**src/rtl/param_decrement_counter_pkg.sv**
```systemverilog
// -----------------------------------------------------------------------------
// param_decrement_counter_pkg
// Shared definitions for the parameterised decrement counter:
//   DEFAULT_WIDTH : default count width in bits
//   state_e       : two-state control FSM encoding (IDLE, RUN)
//   is_all_zero   : helper that reports whether a count value is zero
// -----------------------------------------------------------------------------
package param_decrement_counter_pkg;

  localparam int DEFAULT_WIDTH = 4;

  typedef enum logic {
    IDLE = 1'b0,
    RUN  = 1'b1
  } state_e;

  // Zero detection on a count of up to 32 bits; the caller zero-extends.
  function automatic logic is_all_zero(input logic [31:0] value);
    return (value == 32'd0);
  endfunction

endpackage

```
**src/rtl/param_decrement_counter_dec_core.sv**
```systemverilog
// -----------------------------------------------------------------------------
// dec_core
// Purely combinational ripple decrement-by-one.
// Ports:
//   a      : input  [WIDTH-1:0] operand
//   diff   : output [WIDTH-1:0] (a - 1) modulo 2^WIDTH
//   borrow : output             borrow out of the MSB; high only when a == 0
// -----------------------------------------------------------------------------
module dec_core
  import param_decrement_counter_pkg::*;
#(
  parameter int WIDTH = DEFAULT_WIDTH
) (
  input  logic [WIDTH-1:0] a,
  output logic [WIDTH-1:0] diff,
  output logic             borrow
);

  logic chain_s;

  // Ripple the borrow from LSB to MSB; subtracting one injects a borrow at bit 0.
  always_comb begin
    diff    = {WIDTH{1'b0}};
    chain_s = 1'b1;
    for (int i = 0; i < WIDTH; i++) begin
      diff[i] = a[i] ^ chain_s;
      chain_s = (~a[i]) & chain_s;
    end
    borrow = chain_s;
  end

endmodule

```
**src/rtl/param_decrement_counter.sv**
```systemverilog
// -----------------------------------------------------------------------------
// param_decrement_counter
// Loadable down-counter with selectable underflow handling.
// Optional feature macro: PARAM_DECREMENT_COUNTER_AUTO_RELOAD_EN
//   defined   -> a wrapping underflow (sat=0) reloads the last loaded value
//   undefined -> a wrapping underflow goes to all ones; no reload storage
// Ports:
//   clk        : in  clock, all state changes on rising edge
//   rst_n      : in  synchronous active-low reset (priority over everything)
//   load       : in  capture load_val into count (and reload register), go RUN
//   load_val   : in  [WIDTH-1:0] start / reload value
//   en         : in  decrement enable, only acts in RUN
//   sat        : in  underflow mode: 1 = saturate at zero and stop, 0 = wrap
//   count      : out [WIDTH-1:0] registered count
//   zero       : out high while count == 0
//   borrow_out : out one-cycle registered underflow pulse
//   busy       : out high while the FSM is in RUN
// WIDTH legal range is 2..32.
// -----------------------------------------------------------------------------
module param_decrement_counter
  import param_decrement_counter_pkg::*;
#(
  parameter int WIDTH = DEFAULT_WIDTH
) (
  input  logic             clk,
  input  logic             rst_n,
  input  logic             load,
  input  logic [WIDTH-1:0] load_val,
  input  logic             en,
  input  logic             sat,
  output logic [WIDTH-1:0] count,
  output logic             zero,
  output logic             borrow_out,
  output logic             busy
);

  state_e           state_q,  state_d;
  logic [WIDTH-1:0] count_q,  count_d;
  logic             borrow_q, borrow_d;
  logic             zero_q,   zero_d;
  logic             busy_q,   busy_d;
`ifdef PARAM_DECREMENT_COUNTER_AUTO_RELOAD_EN
  logic [WIDTH-1:0] reload_q, reload_d;
`endif

  logic [WIDTH-1:0] dec_diff_s;
  logic             dec_borrow_s;

  dec_core #(
    .WIDTH (WIDTH)
  ) u_dec_core (
    .a      (count_q),
    .diff   (dec_diff_s),
    .borrow (dec_borrow_s)
  );

  // Next-state, next-count and flag computation.
  always_comb begin
    state_d  = state_q;
    count_d  = count_q;
    borrow_d = 1'b0;
`ifdef PARAM_DECREMENT_COUNTER_AUTO_RELOAD_EN
    reload_d = reload_q;
`endif
    if (load) begin
      // Load wins over any coincident underflow, so no borrow pulse here.
      count_d = load_val;
      state_d = RUN;
`ifdef PARAM_DECREMENT_COUNTER_AUTO_RELOAD_EN
      reload_d = load_val;
`endif
    end else begin
      case (state_q)
        RUN: begin
          if (en) begin
            // The MSB borrow of the decrementer is the underflow indication.
            if (dec_borrow_s) begin
              borrow_d = 1'b1;
              if (sat) begin
                count_d = {WIDTH{1'b0}};
                state_d = IDLE;
              end else begin
`ifdef PARAM_DECREMENT_COUNTER_AUTO_RELOAD_EN
                count_d = reload_q;
`else
                count_d = dec_diff_s;
`endif
                state_d = RUN;
              end
            end else begin
              count_d = dec_diff_s;
              state_d = RUN;
            end
          end else begin
            count_d = count_q;
            state_d = RUN;
          end
        end
        IDLE: begin
          count_d = count_q;
          state_d = IDLE;
        end
        default: begin
          count_d = count_q;
          state_d = IDLE;
        end
      endcase
    end
    // Flags are registered from the next-state values so they line up with count.
    zero_d = is_all_zero(32'(count_d));
    busy_d = (state_d == RUN);
  end

  // State and output registers with synchronous active-low reset.
  always_ff @(posedge clk) begin
    if (!rst_n) begin
      state_q  <= IDLE;
      count_q  <= {WIDTH{1'b0}};
      borrow_q <= 1'b0;
      zero_q   <= 1'b1;
      busy_q   <= 1'b0;
`ifdef PARAM_DECREMENT_COUNTER_AUTO_RELOAD_EN
      reload_q <= {WIDTH{1'b0}};
`endif
    end else begin
      state_q  <= state_d;
      count_q  <= count_d;
      borrow_q <= borrow_d;
      zero_q   <= zero_d;
      busy_q   <= busy_d;
`ifdef PARAM_DECREMENT_COUNTER_AUTO_RELOAD_EN
      reload_q <= reload_d;
`endif
    end
  end

  assign count      = count_q;
  assign zero       = zero_q;
  assign borrow_out = borrow_q;
  assign busy       = busy_q;

endmodule

```
**config.mk**
```make
export PLATFORM = sky130hd
export DESIGN_NAME = param_decrement_counter
export DESIGN_NICKNAME = d
export VERILOG_FILES = /design/src/rtl/param_decrement_counter_pkg.sv /design/src/rtl/param_decrement_counter_dec_core.sv /design/src/rtl/param_decrement_counter.sv
export SDC_FILE = /design/constraint.sdc
export NUM_CORES = 1
export LEC_CHECK = 0
export CORE_AREA = 2 2 39 41
export CTS_CLUSTER_DIAMETER = 60
export DETAILED_ROUTE_END_ITERATION = 7
export DIE_AREA = 0 0 41 43
export GPL_TIMING_DRIVEN = 0
export HOLD_SLACK_MARGIN = 0.08
export PLACE_DENSITY_LB_ADDON = 0.1
export SLEW_MARGIN = 25
export SYNTH_ARGS = -nofsm -noshare
export SYNTH_HDL_FRONTEND = slang
export SYNTH_HIERARCHICAL = 1
export SYNTH_SLANG_ARGS = --single-unit
```
**constraint.sdc**
```tcl
create_clock -name clk -period 2.3 [get_ports clk]
set_input_delay 0.69 -clock clk [delete_from_list [all_inputs] [get_ports clk]]
set_output_delay 0.69 -clock clk [all_outputs]
set_load 0.01 [all_outputs]
```
==> flow_summary.ini <==
[worst_setup_path]
cp.arrival_ps = 2070
cp_slowest_cell = clkdlybuf4s50_1
critPathLaunchType = input port
path_class = in -> reg
crit_required_ps = 2440
r2r_start = count[0]
reg2reg_depth = 7
r2r-end = zero
reg2reg_slack_ps = 370
crit_path_end_kind = register
cp_max_fo = 4
critical-path-max-stage-delay_ps = 500
cp_cell_sequence = clkdlybuf4s50_1 > nand2_1 > a211oi_2 > a222oi_1 > a41o_1

[job]
cap_violations = 0

[place]
portBuffers = 14
gp_congestion = 0.810
dpl.hpwl_um = 598
place_area_um2 = 484

[pwr]
p_per_area_nw_per_um2 = 621
max-vdd-ir-drop_mv = 0.293
p_total_uw = 317
combPwrFrac_pct = 22.8
p_leak_nw = 0.210
clockPowerShare_pct = 34.7
p_switching_uw = 81.3
p_int_uw = 236
netSwitchingFraction_pct = 25.6
seqPwrFrac_pct = 42.5

[global_routing]
grt_first_pass_wirelength_um = 1210
grt_max_degree = 9
grt.total_usage_pct = 10.5
grt-ovfl-total = 0
grt_pass1_vias = 302
antenna_found_initial = 0

[final_layout]
drive_above_1_share_pct = 9.26
area_delta_synth_final_pct = 57.5
design_area_um2 = 510
nFillCells = 149
final_nets = 67
insertedDiodeCount = 0

[clock_tree]
post_cts_resized = 0
h-tree-depth = 1
insertion_delay_ps = 250
cts_tree = built
clockBufferDepth = 2
cts_buffers = 3
path_clk_slew_ps = 50
cts_setup_buffers = 0
cts_hold_buf = 0
cts.sinks = 7
root_buffer = clkbuf_4

[yosys]
yosysWarnings = 6
syn_inst = 36
ys_types = 12
synth.net_count = 48
synth-seq-area-share_pct = 43.2
synth.avg_cell_area_um2 = 9.00
synth_area_um2 = 324
ys_ff_latch = 7

[die]
die_w_um = 41
io_pins = 16
die_area_um2 = 1760
start_util_pct = 23.4
row_count = 14
dieHeight_um = 43
fp.coreArea_um2 = 1380

[route]
wl_per_cell_um = 11.2
drc_errors = 0
first_iter_violations = 15
num_vias = 340
ant_nets = 0
wl_um = 787
dr.pass1.iters = 4
via_per_inst = 4.86

[sta]
fin_skew_ps = 1.17
fin_crit_ps = 1930
slew_viol_final = 0
rsz0062_at_grt = false
fin_crit_sh_pct = 84.1
relSlewSlack_pct = 73.8
final_hold_viol_count = 0
tightest_slew_ps = 393
finalSetupTns_ps = 0
setup_viol = 0
max_freq_mhz = 517

[min_path]
min_to = borrow_out
min_path_type = reg -> reg
min_from = busy
whs_path_depth = 2

[outcome]
outcome = finished clean
[placed cells by master (no fill, tap or decap)]
| cell | n |
|---|---|
| nor2_1 | 5 |
| a222oi_1 | 4 |
| nand3_1 | 1 |
| clkdlybuf4s50_1 | 14 |
| dfxtp_1 | 7 |
| clkbuf_4 | 3 |
| inv_1 | 8 |
| ha_1 | 3 |
| buf_4 | 1 |
| nand2_1 | 2 |
| a41o_1 | 1 |
| nor3_1 | 1 |
| a21oi_1 | 2 |
| a211oi_2 | 1 |
| clkbuf_1 | 1 |
[how the worst max path moves through the flow]
stage,start,end,depth (start not counted)
global route,en,zero,5
detailed placement,en,zero,5
floorplan,count[0],zero,7
CTS,count[0],zero,7
global placement,en,zero,5
finish,en,zero,5
[worst max-delay path, delay by kind of cell]
kind,cells,cell delay (ps)
AOI/OAI and AO/OA,3,780
buffers and inverters,1,500
and+or+nand+nor,1,100
[sequential cells by signal, indices dropped and copies added (netlist names)]
register    flops
count           4
borrow_out      1
busy            1
zero            1
[Yosys cell counts]
cell type,n,area [µm²]
buf_4,1,7.51
a211oi_2,1,12.5
inv_1,8,30.0
a41o_1,1,10.0
nor3_1,1,5.00
nand3_1,1,5.00
a222oi_1,4,40.0
dfxtp_1,7,140
ha_1,3,37.5
a21oi_1,2,10.0
nand2_1,2,7.51
nor2_1,5,18.8
[power groups by stage]
stage	clock network [mW]	registers (mW)	logic, mW
2_1_floorplan	0	0.141	0.0325
3_5_place_dp	0	0.137	0.0727
4_1_cts	0.117	0.135	0.0731
6_report	0.110	0.135	0.0725
3_3_place_gp	0	0.137	0.0712
5_1_grt	0.125	0.136	0.0797
[layout make-up]
cell class / instances / area, µm² / area share (%)
timing repair buffer: 14 / 140 / 27.5
multi-input combinational: 20 / 146 / 28.7
inverter: 8 / 30.0 / 5.88
buffer: 1 / 7.51 / 1.47
sequential: 7 / 140 / 27.5
clock buffer: 4 / 26.3 / 5.15
tap: 16 / 20.0 / 3.92
[stage by stage]
step           worst slack [ps]  cells  hold WS (ps)  util [%]
3_5_place_dp                105     66           527      35.0
4_1_cts                     372     70           537      36.9
6_report                    366     70           531      36.9
3_3_place_gp                112     66           515      35.0
2_1_floorplan               509     36           536         -
5_1_grt                     281     70           576      36.9
[routing by layer]
metal	track usage (%)	vias up	wire, µm
met2	14.4	17	354
met1	12.9	156	351
met4	8.00	0	4
met5	0	-	0
li1	-	165	-
met3	3.14	2	76
[cell families after synthesis]
family	after synthesis	synth area share, %
DFF	7	43.2
buffers and inverters	9	11.6
and+or+nand+nor	9	11.2
AOI/OAI and AO/OA	8	22.4
adders and majority gates	3	11.6
(Power assumes the default switching activity.)
